### config.mk
export PLATFORM = sky130hd
export DESIGN_NAME = mem_bank_ctrl
export DESIGN_NICKNAME = d
export VERILOG_FILES = /design/src/rtl/mem_pkg.sv /design/src/rtl/mem_rd_pipe.sv /design/src/rtl/mem_bank_ctrl.sv
export SDC_FILE = /design/constraint.sdc
export NUM_CORES = 1
export LEC_CHECK = 0
export ABC_AREA = 0
export CAP_MARGIN = 20
export CORE_ASPECT_RATIO = 1.75
export CORE_UTILIZATION = 33
export CTS_BUF_LIST = sky130_fd_sc_hd__clkbuf_4 sky130_fd_sc_hd__clkbuf_8
export CTS_CLUSTER_DIAMETER = 150
export DETAILED_ROUTE_END_ITERATION = 10
export DONT_BUFFER_PORTS = 1
export GPL_ROUTABILITY_DRIVEN = 0
export GPL_TIMING_DRIVEN = 0
export PLACE_DENSITY = 0.45
export SLEW_MARGIN = 10
export SYNTH_ARGS = -nofsm -noshare
export SYNTH_HDL_FRONTEND = slang
export SYNTH_HIERARCHICAL = 1
export SYNTH_SLANG_ARGS = --single-unit
### constraint.sdc
create_clock -name clk -period 2.3 [get_ports clk]
set_clock_uncertainty 0.05 [all_clocks]
set_input_delay 0.345 -clock clk [delete_from_list [all_inputs] [get_ports clk]]
set_output_delay 0.345 -clock clk [all_outputs]
set_load 0.005 [all_outputs]
### src/rtl/mem_pkg.sv
// Shared types, constants and helpers for the mem_bank_ctrl scratch memory.
package mem_pkg;

    localparam int BYTE_W         = 8;
    localparam int DEF_DATA_WIDTH = 8;
    localparam int DEF_MAX_ADDR   = 4;

    typedef enum logic {
        CLEAR = 1'b0,
        READY = 1'b1
    } state_t;

    // Address width for a given depth, never narrower than one bit.
    function automatic int addr_bits(input int depth);
        int b;
        b = $clog2(depth);
        return (b < 1) ? 1 : b;
    endfunction

endpackage

### src/rtl/mem_rd_pipe.sv
// Delay line carrying {valid, data} from the array read to the read port.
// The data of each stage only advances with a valid beat, so the output holds between reads.
module mem_rd_pipe
#(
    parameter int DATA_WIDTH = 8,
    parameter int STAGES     = 1
)(
    input  logic                  clk,
    input  logic                  rst,
    input  logic                  src_valid,
    input  logic [DATA_WIDTH-1:0] src_data,
    output logic                  valid,
    output logic [DATA_WIDTH-1:0] data
);

    logic                  vld_p [STAGES];
    logic [DATA_WIDTH-1:0] dat_p [STAGES];

    always_ff @(posedge clk or posedge rst) begin
        if (rst) begin
            for (int i = 0; i < STAGES; i++) begin
                vld_p[i] <= 1'b0;
                dat_p[i] <= '0;
            end
        end else begin
            vld_p[0] <= src_valid;
            if (src_valid) dat_p[0] <= src_data;
            for (int i = 1; i < STAGES; i++) begin
                vld_p[i] <= vld_p[i-1];
                if (vld_p[i-1]) dat_p[i] <= dat_p[i-1];
            end
        end
    end

    assign valid = vld_p[STAGES-1];
    assign data  = dat_p[STAGES-1];

endmodule

### src/rtl/mem_bank_ctrl.sv
// Simple-dual-port scratch memory with byte enables, pipelined reads and a hardware clear sequencer.
// Define MEM_BANK_READ_BYPASS_EN to forward same-address write data into a colliding read.
module mem_bank_ctrl
    import mem_pkg::*;
#(
    parameter  int DATA_WIDTH = DEF_DATA_WIDTH,
    parameter  int MAX_ADDR   = DEF_MAX_ADDR,
    parameter  int RD_LATENCY = 1,
    localparam int ADDRSIZE   = addr_bits(MAX_ADDR),
    localparam int BE_WIDTH   = DATA_WIDTH / BYTE_W
)(
    input  logic                  clk,
    input  logic                  rst,
    input  logic                  clr,
    output logic                  busy,
    input  logic                  wr_en,
    input  logic [ADDRSIZE-1:0]   wr_addr,
    input  logic [DATA_WIDTH-1:0] wr_data,
    input  logic [BE_WIDTH-1:0]   wr_be,
    input  logic                  rd_en,
    input  logic [ADDRSIZE-1:0]   rd_addr,
    output logic [DATA_WIDTH-1:0] rd_data,
    output logic                  rd_valid
);

    localparam logic [ADDRSIZE-1:0] LAST_ADDR = ADDRSIZE'(MAX_ADDR - 1);

    state_t                state;
    state_t                state_next;
    logic [ADDRSIZE-1:0]   cnt;
    logic [ADDRSIZE-1:0]   cnt_next;
    logic                  clr_we;
    logic [DATA_WIDTH-1:0] mem [MAX_ADDR];
    logic                  wr_in_range;
    logic                  rd_in_range;
    logic                  wr_ok;
    logic                  rd_ok;
    logic [DATA_WIDTH-1:0] rd_word;

    always_ff @(posedge clk or posedge rst) begin
        if (rst) begin
            state <= CLEAR;
            cnt   <= '0;
        end else begin
            state <= state_next;
            cnt   <= cnt_next;
        end
    end

    // A clr request in either state restarts the sweep from address 0.
    always_comb begin
        state_next = state;
        cnt_next   = cnt;
        clr_we     = 1'b0;
        case (state)
            CLEAR: begin
                clr_we = 1'b1;
                if (clr) begin
                    cnt_next = '0;
                end else if (cnt == LAST_ADDR) begin
                    state_next = READY;
                    cnt_next   = '0;
                end else begin
                    cnt_next = cnt + 1'b1;
                end
            end
            READY: begin
                if (clr) begin
                    state_next = CLEAR;
                    cnt_next   = '0;
                end
            end
            default: state_next = CLEAR;
        endcase
    end

    assign busy        = (state == CLEAR);
    assign wr_in_range = 32'(wr_addr) < 32'(MAX_ADDR);
    assign rd_in_range = 32'(rd_addr) < 32'(MAX_ADDR);
    assign wr_ok       = (state == READY) && wr_en && wr_in_range;
    assign rd_ok       = (state == READY) && rd_en;

    always_ff @(posedge clk) begin
        if (clr_we) begin
            mem[cnt] <= '0;
        end else if (wr_ok) begin
            for (int i = 0; i < BE_WIDTH; i++) begin
                if (wr_be[i]) mem[wr_addr][i*BYTE_W +: BYTE_W] <= wr_data[i*BYTE_W +: BYTE_W];
            end
        end
    end

    // Array read happens before this edge's write lands; out-of-range reads return zero.
    always_comb begin
        rd_word = '0;
        if (rd_in_range) rd_word = mem[rd_addr];
`ifdef MEM_BANK_READ_BYPASS_EN
        if (wr_ok && (wr_addr == rd_addr)) begin
            for (int i = 0; i < BE_WIDTH; i++) begin
                if (wr_be[i]) rd_word[i*BYTE_W +: BYTE_W] = wr_data[i*BYTE_W +: BYTE_W];
            end
        end
`endif
    end

    mem_rd_pipe #(
        .DATA_WIDTH (DATA_WIDTH),
        .STAGES     (RD_LATENCY)
    ) u_rd_pipe (
        .clk       (clk),
        .rst       (rst),
        .src_valid (rd_ok),
        .src_data  (rd_word),
        .valid     (rd_valid),
        .data      (rd_data)
    );

endmodule

==> results of run 1 <==
## layout make-up
class	count	area, um2	share of cell area
sequential	44	1260	0.630
multi-input combinational	42	478	0.239
clock buffer	7	83.8	0.0419
tap	55	68.8	0.0344
buffer	5	50.0	0.0250
clock inverter	1	30.0	0.0150
inverter	5	18.8	0.00938
timing repair buffer	1	10.0	0.00500
## cells in the mapped netlist
library cell               instances  area (um2)
sky130_fd_sc_hd__a22o_1            1        8.76
sky130_fd_sc_hd__a32o_1            1        10.0
sky130_fd_sc_hd__and2_1            9        56.3
sky130_fd_sc_hd__and3_4            1        11.3
sky130_fd_sc_hd__buf_6             4        45.0
sky130_fd_sc_hd__clkbuf_2          1        5.00
sky130_fd_sc_hd__dfrtp_1          12         300
sky130_fd_sc_hd__edfxtp_1         32         961
sky130_fd_sc_hd__ha_1              1        12.5
sky130_fd_sc_hd__inv_1             5        18.8
sky130_fd_sc_hd__mux2_4            8         120
sky130_fd_sc_hd__mux2i_1           1        10.0
sky130_fd_sc_hd__mux4_2            8         180
sky130_fd_sc_hd__nand2_1           1        3.75
sky130_fd_sc_hd__nand2b_1          1        6.26
sky130_fd_sc_hd__nand3_1           1        5.00
sky130_fd_sc_hd__nor2_1            6        22.5
sky130_fd_sc_hd__o22ai_1           1        6.26
sky130_fd_sc_hd__o32ai_1           1        8.76
sky130_fd_sc_hd__xor2_1            1        8.76
## worst reg2reg max path: stages (launching register included)
cell                       delay (ps)
sky130_fd_sc_hd__dfrtp_1          380
sky130_fd_sc_hd__buf_6            140
sky130_fd_sc_hd__nand2b_1         160
sky130_fd_sc_hd__o22ai_1          750
## per-layer routing
| layer | vias up | share of wire | global-route usage |
|---|---|---|---|
| met3 | 5 | 0.052 | 0.0377 |
| li1 | 375 | - | - |
| met1 | 427 | 0.38 | 0.111 |
| met4 | 0 | 0.023 | 0.0549 |
| met5 | - | 0 | 0 |
| met2 | 27 | 0.55 | 0.204 |
## cells in the final DEF, fill, tap and decap left out, drive strengths merged
master        n
buf           4
and3          1
bufinv        1
nand2b        1
ha            1
o22ai         1
inv           5
nand3         1
a32o          1
nand2         1
mux2          8
o32ai         1
and2          9
dlygate4sd3   1
edfxtp       32
xor2          1
clkbuf        8
dfrtp        12
mux2i         1
mux4          8
a22o          1
nor2          6
## state kept, by name, summed over array words and instances (netlist names)
name / flops
mem: 32
u_rd_pipe/data: 8
cnt: 2
state: 1
u_rd_pipe/valid: 1
## cell families (layout without fill, tap and decap cells)
kind of cell             after synthesis  in the layout  share of synthesized area
flip-flops                            44             44                      0.700
buffers and inverters                 10             19                     0.0382
AND/OR/NAND/NOR                       19             19                     0.0584
adder cells (fa/ha/maj)                1              1                    0.00695
multiplexers                          17             17                      0.172
AO/OA/AOI/OAI                          4              4                     0.0188
XOR/XNOR                               1              1                    0.00487
## power breakdown
| group | internal (mW) | switching [mW] | total [mW] |
|---|---|---|---|
| registers | 1.04 | 0.0856 | 1.12 |
| logic | 0.175 | 0.128 | 0.303 |
| clock network | 0.348 | 0.240 | 0.589 |
## metrics by stage
stage               setup slack (ps)  cell area (um2)  cells  total power, mW
finish                           441             2000    160             2.01
global route                     330             2000    160             2.10
CTS                              380             2000    160             2.04
detailed placement               404             1880    151             1.45
global placement                76.0             1870    151             1.43
floorplan                        608             1800     96             1.37
## worst max-delay path by stage
stage	from	slack (ps)	endpoint
global placement	state	80	mem[2][7]
global route	state	330	mem[3][5]
detailed placement	state	400	mem[3][7]
CTS	state	380	mem[3][5]
floorplan	state	610	mem[2][0]
finish	state	440	mem[3][5]
## repair_timing
action | in CTS | in global routing
hold buffers | 1 | 0
setup endpoints to repair | 0 | 0
endpoints found under the hold margin | 12 | 0
==> metrics.log, run 1 <==
[metrics] Post-Synthesis Net Count: about 120
[metrics] critical path, cell by cell: buf_6 -> nand2b_1 -> o22ai_1
[metrics] Setup TNS: 0 ps
[metrics] count of cell instances traversed by the critical path: 3
[metrics] pin count of the biggest net entering global routing: 14
[metrics] highest ir drop seen on vdd: roughly 0.59 mV
[metrics] number of cells traversed by the worst register-to-register path: 3
[metrics] class of the tightest hold or removal check: in -> reg
[metrics] share of the clock period used by the worst path after layout: 0.808
[metrics] number of synthesized register bits: 44
[metrics] final number of hold-violating endpoints: 0
[metrics] area of the core: roughly 5300 um2
[metrics] end of the worst register-to-register path: mem[3][5]
[metrics] startpoint of the worst register-to-register path: state
[metrics] data arrival time at the worst-slack endpoint: 1720 ps
[metrics] Critical Path End Type: flip-flop
[metrics] CTS tree: yes
[metrics] result of the run: finished, violations left
[metrics] remaining global-route overflow: 0
[metrics] clock latency reported for the late side of the worst-skew pair: just under 300 ps
[metrics] final number of max-transition violations: 0
[metrics] iteration-0 DRC count of the detailed router: 21
[metrics] number of nets still failing antenna checks after routing: 0
[metrics] max-cap viol count: 0
[metrics] number of setup buffers added after CTS: 0
[metrics] layout cell share with drive strength beyond 1: 0.295
[metrics] CTS root buf: sky130_fd_sc_hd__clkbuf_8
[metrics] Critical Path Slowest Stage Cell: sky130_fd_sc_hd__o22ai_1
[metrics] count of buffers inserted at the top-level ports: 0
[metrics] antenna cell count: 0
[metrics] effective utilization at floorplan: 0.343
[metrics] number of placement rows: 35
[metrics] via count of the first global-routing pass: about 920
[metrics] library cells used by synthesis: 20
[metrics] number of CTS-inserted buffers: 5
[metrics] normalized max-slew margin: 0.353
[metrics] total number of vias: approximately 830
[metrics] clock tree sinks: 44
[metrics] WHS Endpoint: cnt[0]
[metrics] largest fanout of any net on the critical path: 9
[metrics] Top-Level Pins: 28
[metrics] transition time at the pin with the least slew margin: about 970 ps
[metrics] Resize count post-CTS: 0
[metrics] area delta synth->final: 11.1%
[metrics] number of antenna violations at the first check in global routing: 0
[metrics] WP data required: about 2200 ps
[metrics] number of H-tree levels: 2
[metrics] highest achievable clock rate: around 540 MHz
[metrics] mean area per synthesized cell: 18.8 um2
[metrics] Syn Std Cell Area: between 1500 and 2000 um2
[metrics] first-pass GRT wire length: about 4600 um
[metrics] Lkg Pwr: ~0.76 nW
[metrics] Hold Path Stages: 1
[metrics] post-CTS clock slew at the launch and capture registers of the worst setup and hold paths: 80 ps
[metrics] number of setup violations in the final report: 0
[metrics] YS warnings: 6
[metrics] routed length per placed instance: approximately 18 um
[metrics] critical path launch point type: flip-flop
[metrics] drt drc: 1
[metrics] detailed-route wire length: between 2000 and 3000 um
[metrics] Initial DRT Pass Iterations: 7
[metrics] worst hold path startpoint: clr
[metrics] count of filler cells inserted in the layout: approximately 500
[metrics] type of the setup path with the least slack: reg -> reg
[metrics] Min Hold Slack: about 55 ps
[metrics] via count normalized by instance count: 5.21
[metrics] minimum clock period: 1860 ps
[metrics] total die area: approximately 5800 um2
[metrics] cell class contributing the biggest share of worst-path delay: compound AO/OA/AOI/OAI gates
[metrics] global-route usage over all layers: 0.113
[metrics] number of nets at the end of the flow: ~120
[metrics] Pwr per Cell Area: ~1000 nW/um2
[metrics] Finished Core Util: 0.381
[metrics] register-to-register path setup slack: 440 ps
[metrics] failing checks: design-rule violations
[metrics] Critical path buffers and inverters: 1
[metrics] post-detail-place hpwl: between 2000 and 2500 um
[metrics] sequential area share after synthesis: 0.700
[metrics] RSZ-0062 raised after global routing: false
[metrics] Die Ht: 99.7 um
[metrics] Die X: 57.8 um
[metrics] clk buf depth: 2
[metrics] Synth Instances: 96
[metrics] maximum single-stage delay on the critical path: 750 ps
No activity file was read; power rests on OpenSTA's default activity.
==> inputs of run 2 (changes only) <==
Settings changed: PLACE_DENSITY 0.45 to 0.46.
Clock period 2.3 ns to 1.6 ns, I/O delays scaled along.
==> metrics.log, run 2 (synthesis results as in run 1) <==
[metrics] Lkg Pwr: ~0.77 nW
[metrics] clock latency reported for the late side of the worst-skew pair: between 200 and 300 ps
[metrics] number of nets still failing antenna checks after routing: 0
[metrics] Finished Core Util: 0.387
[metrics] clock tree sinks: between 40 and 50
[metrics] data arrival time at the worst-slack endpoint: between 1000 and 1500 ps
[metrics] largest fanout of any net on the critical path: 9
[metrics] max reg flops: 32
[metrics] normalized max-slew margin: 0.739
[metrics] Top-Level Pins: 28
[metrics] number of CTS-inserted buffers: 5
[metrics] via count of the first global-routing pass: 912
[metrics] highest achievable clock rate: approximately 660 MHz
[metrics] total number of vias: around 840
[metrics] remaining global-route overflow: 0
[metrics] pin count of the biggest net entering global routing: 14
[metrics] number of cells traversed by the worst register-to-register path: 4
[metrics] layout cell share with drive strength beyond 1: 0.327
[metrics] worst setup timing slack at the placement stage: -304 ps
[metrics] final number of max-transition violations: 0
[metrics] startpoint of the worst register-to-register path: state
[metrics] count of buffers inserted at the top-level ports: 0
[metrics] transition time at the pin with the least slew margin: approximately 400 ps
[metrics] global-route usage over all layers: 0.113
[metrics] commonest non-fill, non-tap cell in the layout: sky130_fd_sc_hd__edfxtp_1
[metrics] number of placement rows: 35
[metrics] post-detail-place hpwl: around 2100 um
[metrics] detailed-route wire length: ~2900 um
[metrics] number of nets at the end of the flow: about 130
[metrics] highest ir drop seen on vdd: 0.523 mV
[metrics] area delta synth->final: 12.9%
[metrics] max-cap viol count: 0
[metrics] share of the clock period used by the worst path after layout: 0.943
[metrics] minimum clock period: 1510 ps
[metrics] type of the setup path with the least slack: reg -> reg
[metrics] Critical Path End Type: flip-flop
[metrics] Pwr per Cell Area: between 1000 and 1500 nW/um2
[metrics] CTS root buf: sky130_fd_sc_hd__clkbuf_8
[metrics] leading cell types in the layout, fill and taps excluded: 32 x sky130_fd_sc_hd__edfxtp_1, 12 x sky130_fd_sc_hd__dfrtp_1, 9 x sky130_fd_sc_hd__and2_1, 8 x sky130_fd_sc_hd__mux4_2, 8 x sky130_fd_sc_hd__mux2_4
[metrics] via count normalized by instance count: approximately 5.2
[metrics] first-pass GRT wire length: 4530 um
[metrics] Die X: roughly 58 um
[metrics] drt drc: 2
[metrics] failing checks: design-rule violations
[metrics] Hold Path Stages: 1
[metrics] worst hold path startpoint: rd_en
[metrics] post-CTS clock slew at the launch and capture registers of the worst setup and hold paths: approximately 70 ps
[metrics] Initial DRT Pass Iterations: 7
[metrics] Die Ht: between 90 and 100 um
[metrics] routed length per placed instance: 17.9 um
[metrics] Final Cell Area: about 2000 um2
[metrics] crit path setup slack, layout: around 92 ps
[metrics] number of H-tree levels: 2
[metrics] clk buf depth: 2
[metrics] antenna cell count: 0
[metrics] Worst Setup SP: state
[metrics] number of antenna violations at the first check in global routing: 0
[metrics] iteration-0 DRC count of the detailed router: 21
[metrics] result of the run: finished, violations left
[metrics] WP data required: ~1600 ps
[metrics] count of filler cells inserted in the layout: approximately 490
[metrics] area of the core: 5260 um2
[metrics] total die area: between 5000 and 6000 um2
[metrics] Top reg by flops: mem
[metrics] RSZ-0062 raised after global routing: false
[metrics] final number of hold-violating endpoints: 0
[metrics] number of setup violations in the final report: 0
[metrics] placement-stage cell area: 1880 um2
[metrics] class of the tightest hold or removal check: in -> reg
[metrics] CTS tree: yes
[metrics] effective utilization at floorplan: 0.343
[metrics] critical path launch point type: flip-flop
==> run 2: report_power, final <==
group	total [mW]	switching, mW	internal (mW)
Clock	0.681	0.341	0.340
Combinational	0.483	0.199	0.285
Sequential	1.61	0.123	1.49
==> run 2: timing repair <==
| item | in CTS | in global routing |
|---|---|---|
| setup endpoints to repair | 32 | 0 |
| gates resized for setup | 5 | 0 |
| setup buffers | 1 | 0 |
| hold buffers | 2 | 0 |
| endpoints found under the hold margin | 15 | 0 |
==> run 2: worst paths after layout <==
path | to | slack [ps]
max | mem[2][3] | 90
min | u_rd_pipe/valid | 140
max reg2reg | mem[2][3] | 90
min reg2reg | u_rd_pipe/data[0] | 490
max in group asynchronous | u_rd_pipe/data[1] | 890
min in group asynchronous | state | 270
==> run 2: area by class of cell <==
cell class                 instances  area (um2)  share of cell area
sequential                        44        1260               0.620
multi-input combinational         42         505               0.249
clock buffer                       7        83.8              0.0412
tap                               55        68.8              0.0338
buffer                             5        50.0              0.0246
timing repair buffer               3        40.0              0.0197
inverter                           5        18.8             0.00923
clock inverter                     1        5.00             0.00246
==> run 2: stage by stage <==
stage          power (mW)  TNS (ps)  instances  hold slack (ps)
6_report             2.78         0        162              142
5_1_grt              2.90         0        162              139
4_1_cts              2.81         0        162              127
3_5_place_dp         2.09     -4850        151            -45.9
3_3_place_gp         2.07     -4390        151            -54.2
2_1_floorplan        1.97         0         96            -56.4
==> run 2: worst max-delay path, cell delays in order, from the launching register on <==
cell	delay, ps
sky130_fd_sc_hd__dfrtp_1	350
sky130_fd_sc_hd__buf_6	130
sky130_fd_sc_hd__nand3_1	180
sky130_fd_sc_hd__o32ai_4	350
sky130_fd_sc_hd__buf_12	170
==> run 2: layer usage <==
layer / wire [um] / global-route usage / vias up
met3: 153 / 0.0403 / 6
met1: 1110 / 0.106 / 428
met2: 1570 / 0.206 / 26
met5: 0 / 0 / -
met4: 69 / 0.0604 / 0
li1: - / - / 376
